File: src/rtl/fetch_mem_unit.sv
// Fetch/memory datapath stage: PC, IR with field decode, MDR and a req/ack
// memory port serialising instruction fetch, data load and data store.
module fetch_mem_unit #(
    parameter int DATA_W   = 16,
    parameter int ADDR_W   = 16,
    parameter int PC_STEP  = 1,
    parameter int AUTO_INC = 1,
    parameter int RESET_PC = 0,
    parameter int MAX_WAIT = 15
) (
    input  logic              CLK,
    input  logic              Reset,
    input  logic              fetch_req,
    input  logic              load_req,
    input  logic              store_req,
    input  logic              pc_write,
    input  logic [ADDR_W-1:0] pc_new,
    input  logic [ADDR_W-1:0] alu_addr,
    input  logic [DATA_W-1:0] wr_data,
    output logic              busy,
    output logic              done,
    output logic              bus_err,
    output logic [ADDR_W-1:0] pc,
    output logic [DATA_W-1:0] ir,
    output logic [3:0]        ir_op,
    output logic [3:0]        ir_rd,
    output logic [3:0]        ir_ra,
    output logic [3:0]        ir_rb,
    output logic [DATA_W-1:0] ir_imm,
    output logic [DATA_W-1:0] mdr,
    output logic              mem_req,
    output logic              mem_we,
    output logic [ADDR_W-1:0] mem_addr,
    output logic [DATA_W-1:0] mem_wdata,
    input  logic [DATA_W-1:0] mem_rdata,
    input  logic              mem_ack
);

    localparam int CW = (MAX_WAIT > 1) ? $clog2(MAX_WAIT + 1) : 1;

    localparam logic [1:0] IDLE  = 2'd0;
    localparam logic [1:0] FETCH = 2'd1;
    localparam logic [1:0] LOAD  = 2'd2;
    localparam logic [1:0] STORE = 2'd3;

    function automatic logic [DATA_W-1:0] sext8(input logic [7:0] v);
        return {{(DATA_W-8){v[7]}}, v};
    endfunction

    logic [1:0]        state_r,   state_s;
    logic [ADDR_W-1:0] pc_r,      pc_s;
    logic [DATA_W-1:0] ir_r,      ir_s;
    logic [DATA_W-1:0] mdr_r,     mdr_s;
    logic              req_r,     req_s;
    logic              we_r,      we_s;
    logic [ADDR_W-1:0] addr_r,    addr_s;
    logic [DATA_W-1:0] wdata_r,   wdata_s;
    logic              done_r,    done_s;
    logic              err_r,     err_s;
    logic              busy_r,    busy_s;
    logic [CW-1:0]     cnt_r,     cnt_s;
    logic              fetch_fin_s;
    logic              timeout_s;

    // Next-state logic for the access FSM and every datapath register.
    always_comb begin
        state_s     = state_r;
        ir_s        = ir_r;
        mdr_s       = mdr_r;
        req_s       = req_r;
        we_s        = we_r;
        addr_s      = addr_r;
        wdata_s     = wdata_r;
        cnt_s       = cnt_r;
        done_s      = 1'b0;
        err_s       = 1'b0;
        fetch_fin_s = 1'b0;
        timeout_s   = (MAX_WAIT != 0) && (cnt_r == CW'(MAX_WAIT - 1));

        case (state_r)
            IDLE: begin
                if (fetch_req) begin
                    state_s = FETCH;
                    addr_s  = pc_r;
                    we_s    = 1'b0;
                    req_s   = 1'b1;
                    cnt_s   = '0;
                end else if (load_req) begin
                    state_s = LOAD;
                    addr_s  = alu_addr;
                    we_s    = 1'b0;
                    req_s   = 1'b1;
                    cnt_s   = '0;
                end else if (store_req) begin
                    state_s = STORE;
                    addr_s  = alu_addr;
                    wdata_s = wr_data;
                    we_s    = 1'b1;
                    req_s   = 1'b1;
                    cnt_s   = '0;
                end else begin
                    req_s = 1'b0;
                    we_s  = 1'b0;
                end
            end
            FETCH, LOAD, STORE: begin
                // An ack on the edge the counter would expire still wins.
                if (req_r && mem_ack) begin
                    case (state_r)
                        FETCH: begin
                            ir_s        = mem_rdata;
                            fetch_fin_s = 1'b1;
                        end
                        LOAD:    mdr_s = mem_rdata;
                        default: ir_s  = ir_r;
                    endcase
                    req_s   = 1'b0;
                    we_s    = 1'b0;
                    done_s  = 1'b1;
                    state_s = IDLE;
                end else if (timeout_s) begin
                    req_s   = 1'b0;
                    we_s    = 1'b0;
                    err_s   = 1'b1;
                    state_s = IDLE;
                end else begin
                    cnt_s = cnt_r + CW'(1);
                end
            end
            default: begin
                state_s = IDLE;
                req_s   = 1'b0;
                we_s    = 1'b0;
            end
        endcase

        // pc_write overrides any auto-increment on the same edge.
        pc_s   = pc_write ? pc_new :
                 ((fetch_fin_s && (AUTO_INC != 0)) ? pc_r + ADDR_W'(PC_STEP) : pc_r);
        busy_s = (state_s != IDLE);
    end

    // State and datapath registers with synchronous reset.
    always_ff @(posedge CLK) begin
        if (Reset) begin
            state_r <= IDLE;
            pc_r    <= ADDR_W'(RESET_PC);
            ir_r    <= '0;
            mdr_r   <= '0;
            req_r   <= 1'b0;
            we_r    <= 1'b0;
            addr_r  <= '0;
            wdata_r <= '0;
            done_r  <= 1'b0;
            err_r   <= 1'b0;
            busy_r  <= 1'b0;
            cnt_r   <= '0;
        end else begin
            state_r <= state_s;
            pc_r    <= pc_s;
            ir_r    <= ir_s;
            mdr_r   <= mdr_s;
            req_r   <= req_s;
            we_r    <= we_s;
            addr_r  <= addr_s;
            wdata_r <= wdata_s;
            done_r  <= done_s;
            err_r   <= err_s;
            busy_r  <= busy_s;
            cnt_r   <= cnt_s;
        end
    end

    assign busy      = busy_r;
    assign done      = done_r;
    assign bus_err   = err_r;
    assign pc        = pc_r;
    assign ir        = ir_r;
    assign mdr       = mdr_r;
    assign mem_req   = req_r;
    assign mem_we    = we_r;
    assign mem_addr  = addr_r;
    assign mem_wdata = wdata_r;

    assign ir_op  = ir_r[DATA_W-1 -: 4];
    assign ir_rd  = ir_r[DATA_W-5 -: 4];
    assign ir_ra  = ir_r[DATA_W-9 -: 4];
    assign ir_rb  = ir_r[3:0];
    assign ir_imm = sext8(ir_r[7:0]);

endmodule

File: config.mk
export PLATFORM = sky130hd
export DESIGN_NAME = fetch_mem_unit
export DESIGN_NICKNAME = d
export VERILOG_FILES = /design/src/rtl/fetch_mem_unit.sv
export SDC_FILE = /design/constraint.sdc
export NUM_CORES = 1
export LEC_CHECK = 0
export CORE_MARGIN = 4
export CORE_UTILIZATION = 35
export DETAILED_ROUTE_END_ITERATION = 10
export MAX_ROUTING_LAYER = met4
export PLACE_DENSITY = 0.7
export REMOVE_ABC_BUFFERS = 1
export SYNTH_ARGS = -nofsm -noshare
export SYNTH_HDL_FRONTEND = slang
export SYNTH_SLANG_ARGS = --single-unit
File: constraint.sdc
create_clock -name CLK -period 2.3 [get_ports CLK]
set_clock_uncertainty 0.15 [all_clocks]
set_input_delay 0.69 -clock CLK [delete_from_list [all_inputs] [get_ports CLK]]
set_output_delay 0.69 -clock CLK [all_outputs]
set_load 0.02 [all_outputs]
==> key figures, run 1 <==
Critical path
  • Slowest Stage Delay on Critical Path: 650 ps
  • Crit Reg-Reg Startpoint: cnt_r[0]
  • Worst-path fanout max: 4
  • CP Data Arrival Time: 1410 ps
  • WP depth: 1
  • Cell family with most CP delay: buffers and inverters
  • CP Cell Sequence: clkdlybuf4s50_1
  • CP startpoint: pc[9]
  • Slowest CP cell: clkdlybuf4s50_1
  • Worst path required time: 1460 ps
  • FF-to-FF path depth: 6
  • CP Capture Type: output port
  • Critical path class: flip-flop to output port
  • CP startpoint kind: flip-flop
  • Buffers plus inverters on the worst setup path: 1

Yosys
  • Top cell type's share of synthesized area: 0.445
  • Seq cells post-synth: 91
  • Yosys warnings: 0
  • Avg Cell Area, Syn: 8.36 sq um
  • Post-synth cell types: 46
  • Largest cells by area after synthesis: dfxtp_1, nand2_1, a21oi_1
  • Sequential element share of the synthesized area: 0.445
  • Post-Syn Instances: 490
  • Post-Syn Area: 0.00410 sq mm
  • Yosys top cell by area: dfxtp_1

GRT
  • Largest net degree at the start of global routing: 47
  • All-Layer GR Usage: 0.184
  • Vias in the first global route: 3996
  • Antenna violations before repair: 0
  • First-pass GRT wire length: 19400 microns
  • Gr ovfl total: 0

Min path
  • Hold Crit Class: flip-flop to flip-flop
  • Beginning of the worst hold path: mem_wdata[3]
  • Min-Delay Path Depth: 2

Finish
  • Share of layout cells above drive strength 1: 0.0916
  • Post-Layout Cell Count: 809
  • Number of antenna diodes: 0
  • Synth-to-layout area growth: 56.9%
  • Design area: 0.00643 sq mm
  • Nets: 735
  • Final core occ: 0.563
  • # fillers: 1068

Power and ir drop
  • PD cells: 642 mW/mm^2
  • Pwr Total: 4.13 mW
  • Logic pwr share: 0.206
  • Sw frac: 0.260
  • Seq pwr share: 0.423
  • Switch Pwr: 1.07 mW
  • Peak VDD IR: 0.394 mV
  • Internal power: 3.06 mW
  • Leak: 2.56 nW
  • Clock power frac: 0.371

Clock tree
  • CTS clock-pin slew for the worst setup and hold paths: 60 ps
  • Num CTS Buffers: 9
  • Clock Tree Buf Depth: 2
  • CTS tree: built
  • Clk_lat worst skew: 330 ps
  • CTS hold repair buffers: 0
  • Total clock sinks: 91
  • Post-CTS sizing: 3
  • Post-CTS setup buffers: 0
  • CTS root buf: clkbuf_16
  • H-tree depth: 3

Timing
  • Final Critical Period: 2250 ps
  • Slew Limit Headroom: 0.670
  • Slew @ Worst Pin: 491 ps
  • Final setup TNS: 0 ps
  • Max Fclk: 0.444 GHz
  • Final period util: 0.979
  • Slew Limit Fails: 0
  • Hold Vio Cnt, Final: 0
  • # setup viols final: 0
  • WHS: 304 ps
  • Final WS setup: 47.6 ps

Detailed routing
  • Vias per cell: 4.83
  • Starting DRT DRC Count: 188
  • Post-route DRC: 0
  • Avg WL per Cell: 15.0 microns
  • Vias: 3910
  • WL final: 12100 microns
  • First-pass detailed-route iteration total: 4
  • Post-route ant nets: 0

Floorplan
  • Initial Utilization: 0.359
  • Core area: 0.0114 sq mm
  • Die area: 0.0135 sq mm
  • Chip height: 116 microns
  • IO Pins: 188
  • Die W: 116 microns
  • # rows: 39

Place
  • RD Place Congestion: 0.823
  • Placed cell count: 793
  • Setup WS pre-CTS: -309 ps
  • Buffers on Ports: 187
  • HPWL after DPL: 9230 microns
  • Area after DPL: 0.00608 sq mm

Run status
  • Status: completed

Run
  • Max Cap Viol: 0
## placed cells by master (no fill, tap or decap), types with 3 or more instances in the layout
cell type          n
clkdlybuf4s50_1  176
nand2_1          108
dfxtp_1           90
a21oi_1           65
buf_4             31
nor2_1            24
inv_1             20
mux2i_1           19
a211oi_1          18
o21a_1             9
clkbuf_16          9
dlymetal6s2s_1     8
nor3_1             7
nand3_1            5
xor2_1             5
nand4_1            5
xnor2_1            5
nor4_1             4
or3_1              4
buf_12             4
nor4_4             3
o21ai_0            3
nor2b_1            3
o31a_1             3
ha_1               3
## synth_stat cells (all sizes together)
cell,instances
a22oi,1
xnor2,5
nor3,8
inv,20
nand2,108
ha,3
nand3,5
and4b,1
or4,2
nor2b,3
a211oi,18
nor4,7
nand2b,1
a32oi,1
a31oi,2
o31a,3
nor3b,2
xor2,5
clkbuf,14
nand4,5
buf,48
nand4b,2
a211o,1
dfxtp,91
and4,2
a21oi,65
nor2,25
a2111oi,1
and2,1
o211ai,1
o21a,9
mux2i,20
or2,1
or3,4
a21o,1
o21ai,3
and3,1
## power groups by stage
stage          registers, mW  logic (mW)  clock network, mW
2_1_floorplan           1.91       0.221                  0
3_3_place_gp            1.78       0.835                  0
3_5_place_dp            1.78       0.848                  0
4_1_cts                 1.75       0.852               1.58
5_1_grt                 1.76       0.918               1.65
6_report                1.75       0.850               1.53
## layer usage
metal	track usage	up-vias	share of wire
met3	0.0290	13	0.035
met4	0.0673	0	0.019
met1	0.216	1837	0.42
met5	-	-	0
met2	0.319	95	0.53
li1	-	1965	-
## final timing paths
kind         slack [ps]           end
min reg2reg         300  mem_wdata[3]
max                  50         pc[9]
min                 300  mem_wdata[3]
max reg2reg         370      cnt_r[3]
## layout make-up
| class | instances | area [sq um] | share of cell area |
|---|---|---|---|
| repair buffers | 222 | 2200 | 0.342 |
| multi-input cells | 317 | 1840 | 0.287 |
| flip-flops and latches | 91 | 1820 | 0.284 |
| clock buffers | 11 | 233 | 0.0362 |
| well taps | 143 | 179 | 0.0278 |
| clock inverters | 5 | 77.6 | 0.0121 |
| inverters | 20 | 75.1 | 0.0117 |
## kinds of logic after synthesis
family / Yosys count / share of synthesized area
AOI/OAI and AO/OA: 106 / 0.157
xor gates and xnor gates: 10 / 0.0214
muxes: 20 / 0.0489
and+or+nand+nor: 178 / 0.208
buffers and inverters: 82 / 0.111
DFF: 91 / 0.445
adders and majority gates: 3 / 0.00916
## registers in the layout (all words and copies together) (netlist names), 2 cells and up
register / flops
cnt_r: 4
ir: 16
mdr: 16
mem_addr: 16
mem_wdata: 16
pc: 16
state_r: 2
No activity file was read; power rests on OpenSTA's default activity.
==> run 2: changes to the inputs <==
--- a/config.mk
+++ b/config.mk
@@ -5,7 +5,6 @@
 export SDC_FILE = /design/constraint.sdc
 export NUM_CORES = 1
 export LEC_CHECK = 0
-export CORE_MARGIN = 4
 export CORE_UTILIZATION = 35
 export DETAILED_ROUTE_END_ITERATION = 10
 export MAX_ROUTING_LAYER = met4
==> constraint.sdc (replaced) <==
create_clock -name CLK -period 2.3 [get_ports CLK]
set_clock_uncertainty 0.15 [all_clocks]
set_input_delay 0.69 -clock CLK [delete_from_list [all_inputs] [get_ports CLK]]
set_output_delay 0.69 -clock CLK [all_outputs]
set_load 0.1 [all_outputs]
==> key figures, run 2 (synthesized netlist as in run 1, its figures left out) <==
Run status
  • Status: completed

GRT
  • Vias in the first global route: 3892 (-2.6%)
  • All-Layer GR Usage: 0.217 (+0.0325)
  • Antenna violations before repair: 0 (unchanged)
  • Gr ovfl total: 0 (unchanged)
  • First-pass GRT wire length: 19400 microns (-0.32%)
  • Largest net degree at the start of global routing: 41 (-13%)

Finish
  • Multi-input gate area: 0.00185 sq mm (+0.34%)
  • Share of layout cells above drive strength 1: 0.269 (+0.177)
  • Nets: 736 (+0.14%)
  • Reg area: 0.00182 sq mm (about the same)
  • # fillers: 879 (-18%)
  • Synth-to-layout area growth: 86.2%
  • Design area: 0.00763 sq mm (+19%)
  • Number of antenna diodes: 0 (unchanged)
  • Commonest cells after routing, fill and taps aside: buf_12, nand2_1, dfxtp_1
  • Most common cell after layout, fill and taps aside: buf_12

Timing
  • Final period util: 0.946 (-0.0331)
  • Final WS setup: 124 ps (+76.1 ps)
  • Final Critical Period: 2180 ps (-76.1 ps)
  • Slew Limit Headroom: 0.627 (-0.0434)
  • # setup viols final: 0 (unchanged)
  • Max Fclk: 0.459 GHz (+3.5%)
  • RSZ-0062 raised after global routing: false
  • Slew Limit Fails: 0 (unchanged)
  • Final setup TNS: 0 ps (unchanged)
  • Slew @ Worst Pin: 559 ps (+68.1 ps)
  • Hold Vio Cnt, Final: 0 (unchanged)

Detailed routing
  • Vias: 4002 (+2.4%)
  • Post-route ant nets: 0 (unchanged)
  • Avg WL per Cell: 15.6 microns (+4.0%)
  • Vias per cell: 4.95 (+2.4%)
  • First-pass detailed-route iteration total: 4 (unchanged)
  • WL final: 12600 microns (+4.0%)
  • Starting DRT DRC Count: 134 (-29%)
  • Post-route DRC: 0 (unchanged)

Floorplan
  • Initial Utilization: 0.359 (unchanged)
  • Core area: 0.0114 sq mm (unchanged)
  • Chip height: 110 microns (-5.2%)
  • Die W: 110 microns (-5.2%)
  • # rows: 39 (unchanged)
  • IO Pins: 188 (unchanged)
  • Die area: 0.0121 sq mm (-10%)

Power and ir drop
  • Pwr Total: 5.08 mW (+23%)
  • Peak VDD IR: 0.402 mV (+2.1%)
  • PD cells: 667 mW/mm^2 (+3.8%)
  • Leak: 3.01 nW (+18%)

Clock tree
  • Clock Tree Buf Depth: 2 (unchanged)
  • H-tree depth: 3 (unchanged)
  • Total clock sinks: 91 (unchanged)
  • Clk_lat worst skew: 330 ps (about the same)
  • CTS clock-pin slew for the worst setup and hold paths: 60 ps (about the same)
  • CTS hold repair buffers: 0 (unchanged)
  • Num CTS Buffers: 9 (unchanged)
  • CTS root buf: clkbuf_16
  • CTS tree: built

Min path
  • Beginning of the worst hold path: mdr[4]
  • Worst Hold End: mdr[4]
  • Hold Crit Class: flip-flop to flip-flop
  • Min-Delay Path Depth: 2 (unchanged)

Place
  • Setup WS pre-CTS: -343 ps (-34.0 ps)
  • Area after DPL: 0.00725 sq mm (+19%)
  • Buffers on Ports: 187 (unchanged)
  • RD Place Congestion: 0.837 (+1.7%)
  • HPWL after DPL: 9740 microns (+5.6%)

Critical path
  • Critical path class: input port to flip-flop
  • CP Capture Type: flip-flop
  • R2R setup slack: 310 ps (-60 ps)
  • CP startpoint: fetch_req
  • Slowest Stage Delay on Critical Path: 470 ps (-180 ps)
  • Worst r2r dst: pc[15]
  • Worst path required time: 2370 ps (+910 ps)
  • CP startpoint kind: input port
  • CP Data Arrival Time: 2250 ps (+840 ps)
  • Crit Reg-Reg Startpoint: pc[9]
  • FF-to-FF path depth: 4 (-2)
  • CP Cell Sequence: clkdlybuf4s50_1 > or3_1 > and2_1 > buf_12 > a211oi_1
  • Worst-path fanout max: 35 (+31)
  • Slowest CP cell: clkdlybuf4s50_1

Run
  • Max Cap Viol: 0 (unchanged)
[run 2: worst max-delay path by stage]
stage / end / slack, ps
floorplan: ir[7] / -5910
finish: mem_addr[9] / 120
CTS: pc[15] / 4
global route: cnt_r[3] / 20
global placement: pc[15] / -270
detailed placement: pc[15] / -340
[run 2: metal layers]
| layer | track usage | vias to the layer above | part of all wire |
|---|---|---|---|
| met5 | - | - | 0 |
| met4 | 0.110 | 0 | 0.040 |
| met3 | 0.0435 | 32 | 0.042 |
| met2 | 0.362 | 110 | 0.51 |
| met1 | 0.247 | 1883 | 0.40 |
| li1 | - | 1977 | - |
[run 2: stage by stage]
stage                     hold WS, ps  cells  utilization
after global placement            329    790        0.635
after CTS                         345    805        0.663
final                             341    809        0.668
after global routing              363    809        0.668
after floorplan                   309    428            -
after detailed placement          336    790        0.635
[run 2: what timing repair did]
item                                    in CTS  in global routing
resized for setup                            0                  3
endpoints found under the setup margin       0                  6
hold endpoints to repair                     0                  0
buffers inserted                             0                  3
[run 2: critical path, delay by kind of cell]
kind | cells | cell delay (ps)
buffers and inverters | 2 | 640
AOI/OAI and AO/OA | 1 | 280
and+or+nand+nor | 2 | 630
[run 2: final cells by class]
type | count | share of cell area
multi-input combinational | 318 | 0.242
sequential | 91 | 0.239
clock inverter | 5 | 0.0113
timing repair buffer | 222 | 0.443
inverter | 20 | 0.00984
tap | 143 | 0.0235
clock buffer | 10 | 0.0313
[run 2: power breakdown]
part / total, mW / switching (mW) / internal [mW]
logic: 1.68 / 1.03 / 0.647
clock network: 1.61 / 0.623 / 0.984
registers: 1.80 / 0.129 / 1.67
==> run 3: changes to the inputs <==
--- a/config.mk
+++ b/config.mk
@@ -5,10 +5,11 @@
 export SDC_FILE = /design/constraint.sdc
 export NUM_CORES = 1
 export LEC_CHECK = 0
-export CORE_UTILIZATION = 35
+export CORE_UTILIZATION = 42
+export CTS_CLUSTER_DIAMETER = 40
 export DETAILED_ROUTE_END_ITERATION = 10
 export MAX_ROUTING_LAYER = met4
-export PLACE_DENSITY = 0.7
+export PLACE_DENSITY = 0.81
 export REMOVE_ABC_BUFFERS = 1
 export SYNTH_ARGS = -nofsm -noshare
 export SYNTH_HDL_FRONTEND = slang
==> key figures, run 3 (synthesized netlist as in run 1, its figures left out) <==
Run status
  • Status: completed

Detailed routing
  • Starting DRT DRC Count: 166 (+24%)
  • Metal3 WL: 545 microns (+3.8%)
  • Vias per cell: 5.08 (+2.8%)
  • First-pass detailed-route iteration total: 4 (unchanged)
  • WL final: 12900 microns (+2.7%)
  • Avg WL per Cell: 16.3 microns (+4.8%)
  • Post-route ant nets: 0 (unchanged)
  • Vias: 4031 (+0.72%)
  • Post-route DRC: 0 (unchanged)
  • Met1 wire length: 4960 microns (-2.7%)
  • WL met2: 7180 microns (+11%)
  • DR top layer: met4

Power and ir drop
  • Sw frac: 0.368 (+0.0176)
  • Peak VDD IR: 0.415 mV (+3.2%)
  • Logic pwr share: 0.351 (+0.021)
  • Internal power: 2.98 mW (-9.6%)
  • Switch Pwr: 1.74 mW (-2.4%)
  • Seq pwr share: 0.382 (+0.028)
  • PD cells: 632 mW/mm^2 (-5.1%)
  • Leak: 2.93 nW (-2.7%)
  • Clock power frac: 0.266 (-0.050)
  • Pwr Total: 4.72 mW (-7.1%)

Floorplan
  • Initial Utilization: 0.439 (+0.0804)
  • Die W: 101 microns (-8.6%)
  • IO Pins: 188 (unchanged)
  • Die area: 0.0102 sq mm (-16%)
  • Chip height: 101 microns (-8.6%)
  • Core area: 0.00933 sq mm (-18%)
  • # rows: 35 (-10%)

Place
  • RD Place Congestion: 0.871 (+4.1%)
  • Buffers on Ports: 187 (unchanged)
  • HPWL after DPL: 9930 microns (+1.9%)

Timing
  • WHS: 346 ps (+4.54 ps)
  • RSZ-0062 raised after global routing: false
  • Final Critical Period: 2250 ps (+72.5 ps)
  • Max Fclk: 0.445 GHz (-3.2%)
  • Slew @ Worst Pin: 524 ps (-34.4 ps)
  • # setup viols final: 0 (unchanged)
  • Final period util: 0.978 (+0.0315)
  • Hold Vio Cnt, Final: 0 (unchanged)
  • Slew Limit Fails: 0 (unchanged)
  • Slew Limit Headroom: 0.648 (+0.0207)

Clock tree
  • Post-CTS setup buffers: 0 (unchanged)
  • Clk_lat worst skew: 340 ps (about the same)
  • H-tree depth: 3 (unchanged)
  • Num CTS Buffers: 9 (unchanged)
  • CTS clock-pin slew for the worst setup and hold paths: 90 ps (+30 ps)
  • CTS hold repair buffers: 0 (unchanged)
  • Post-CTS sizing: 0 (unchanged)
  • Total clock sinks: 91 (unchanged)
  • CTS tree: built
  • Clock Tree Buf Depth: 2 (unchanged)
  • CTS root buf: clkbuf_8

Critical path
  • CP Capture Type: flip-flop
  • Worst path required time: 2410 ps (+40 ps)
  • Setup crit end: cnt_r[3]
  • CP startpoint: mem_ack
  • FF-to-FF path depth: 4 (unchanged)
  • Worst r2r dst: pc[15]
  • Critical path class: input port to flip-flop
  • Worst-path fanout max: 4 (-89%)
  • CP Data Arrival Time: 2360 ps (+110 ps)
  • Crit Reg-Reg Startpoint: pc[0]
  • CP startpoint kind: input port
  • R2R setup slack: 310 ps (about the same)

Finish
  • Commonest cells after routing, fill and taps aside: buf_12, nand2_1, dfxtp_1
  • Synth-to-layout area growth: 82.4%
  • Reg area: 0.00182 sq mm (unchanged)
  • Nets: 733 (-0.41%)
  • Multi-input gate area: 0.00183 sq mm (-1.0%)
  • Final core occ: 0.801 (+0.133)
  • Number of antenna diodes: 0 (unchanged)
  • # fillers: 562 (-36%)
  • Most common cell after layout, fill and taps aside: buf_12
  • Share of layout cells above drive strength 1: 0.265 (-0.00371)

Run
  • Max Cap Viol: 0 (unchanged)

Min path
  • Hold Crit Class: flip-flop to flip-flop
  • Min-Delay Path Depth: 2 (unchanged)

GRT
  • Vias in the first global route: 4175 (+7.3%)
  • First-pass GRT wire length: 20400 microns (+5.1%)
  • Antenna violations before repair: 0 (unchanged)
  • Gr ovfl total: 0 (unchanged)
  • All-Layer GR Usage: 0.267 (+0.0508)
  • Largest net degree at the start of global routing: 51 (+24%)
==> run 3: stage by stage <==
stage	cell area [sq um]	worst slack, ps	std cells	TNS [ps]
2_1_floorplan	3720	-5910	428	-94360
3_3_place_gp	7230	-194	777	-4810
3_5_place_dp	7230	-322	777	-8910
4_1_cts	7460	9.58	793	0
5_1_grt	7470	16.2	793	0
6_report	7470	51.2	793	0
==> run 3: worst min-delay path by stage <==
stage                  startpoint             to  slack (ps)
finish              mem_wdata[13]  mem_wdata[13]         350
global route        mem_wdata[13]  mem_wdata[13]         370
CTS                 mem_wdata[13]  mem_wdata[13]         350
detailed placement  mem_wdata[13]  mem_wdata[13]         340
global placement          mdr[10]        mdr[10]         330
floorplan                cnt_r[3]        bus_err         310
==> run 3: power groups by stage <==
stage	logic, mW	clock network, mW	registers (mW)
2_1_floorplan	0.224	0	2.50
3_3_place_gp	1.63	0	1.83
3_5_place_dp	1.66	0	1.84
4_1_cts	1.66	1.27	1.81
5_1_grt	1.72	1.34	1.82
6_report	1.66	1.26	1.81
==> run 3: area by class of cell <==
cell class / instances / area share
inverters: 20 / 0.0100
multi-input cells: 317 / 0.245
clock inverters: 5 / 0.0112
flip-flops and latches: 91 / 0.244
repair buffers: 220 / 0.448
clock buffers: 11 / 0.0203
well taps: 129 / 0.0216
==> run 3: metal layers <==
layer,up-vias,global-route usage
met4,0,0.106
li1,1965,-
met3,16,0.0374
met5,-,-
met2,135,0.496
met1,1915,0.286
==> run 3: critical path, stage by stage <==
cell and delay [ps]:
clkdlybuf4s50_1 510, buf_4 200, a32oi_2 170, mux2i_1 160, or3_1 370, a211oi_1 250
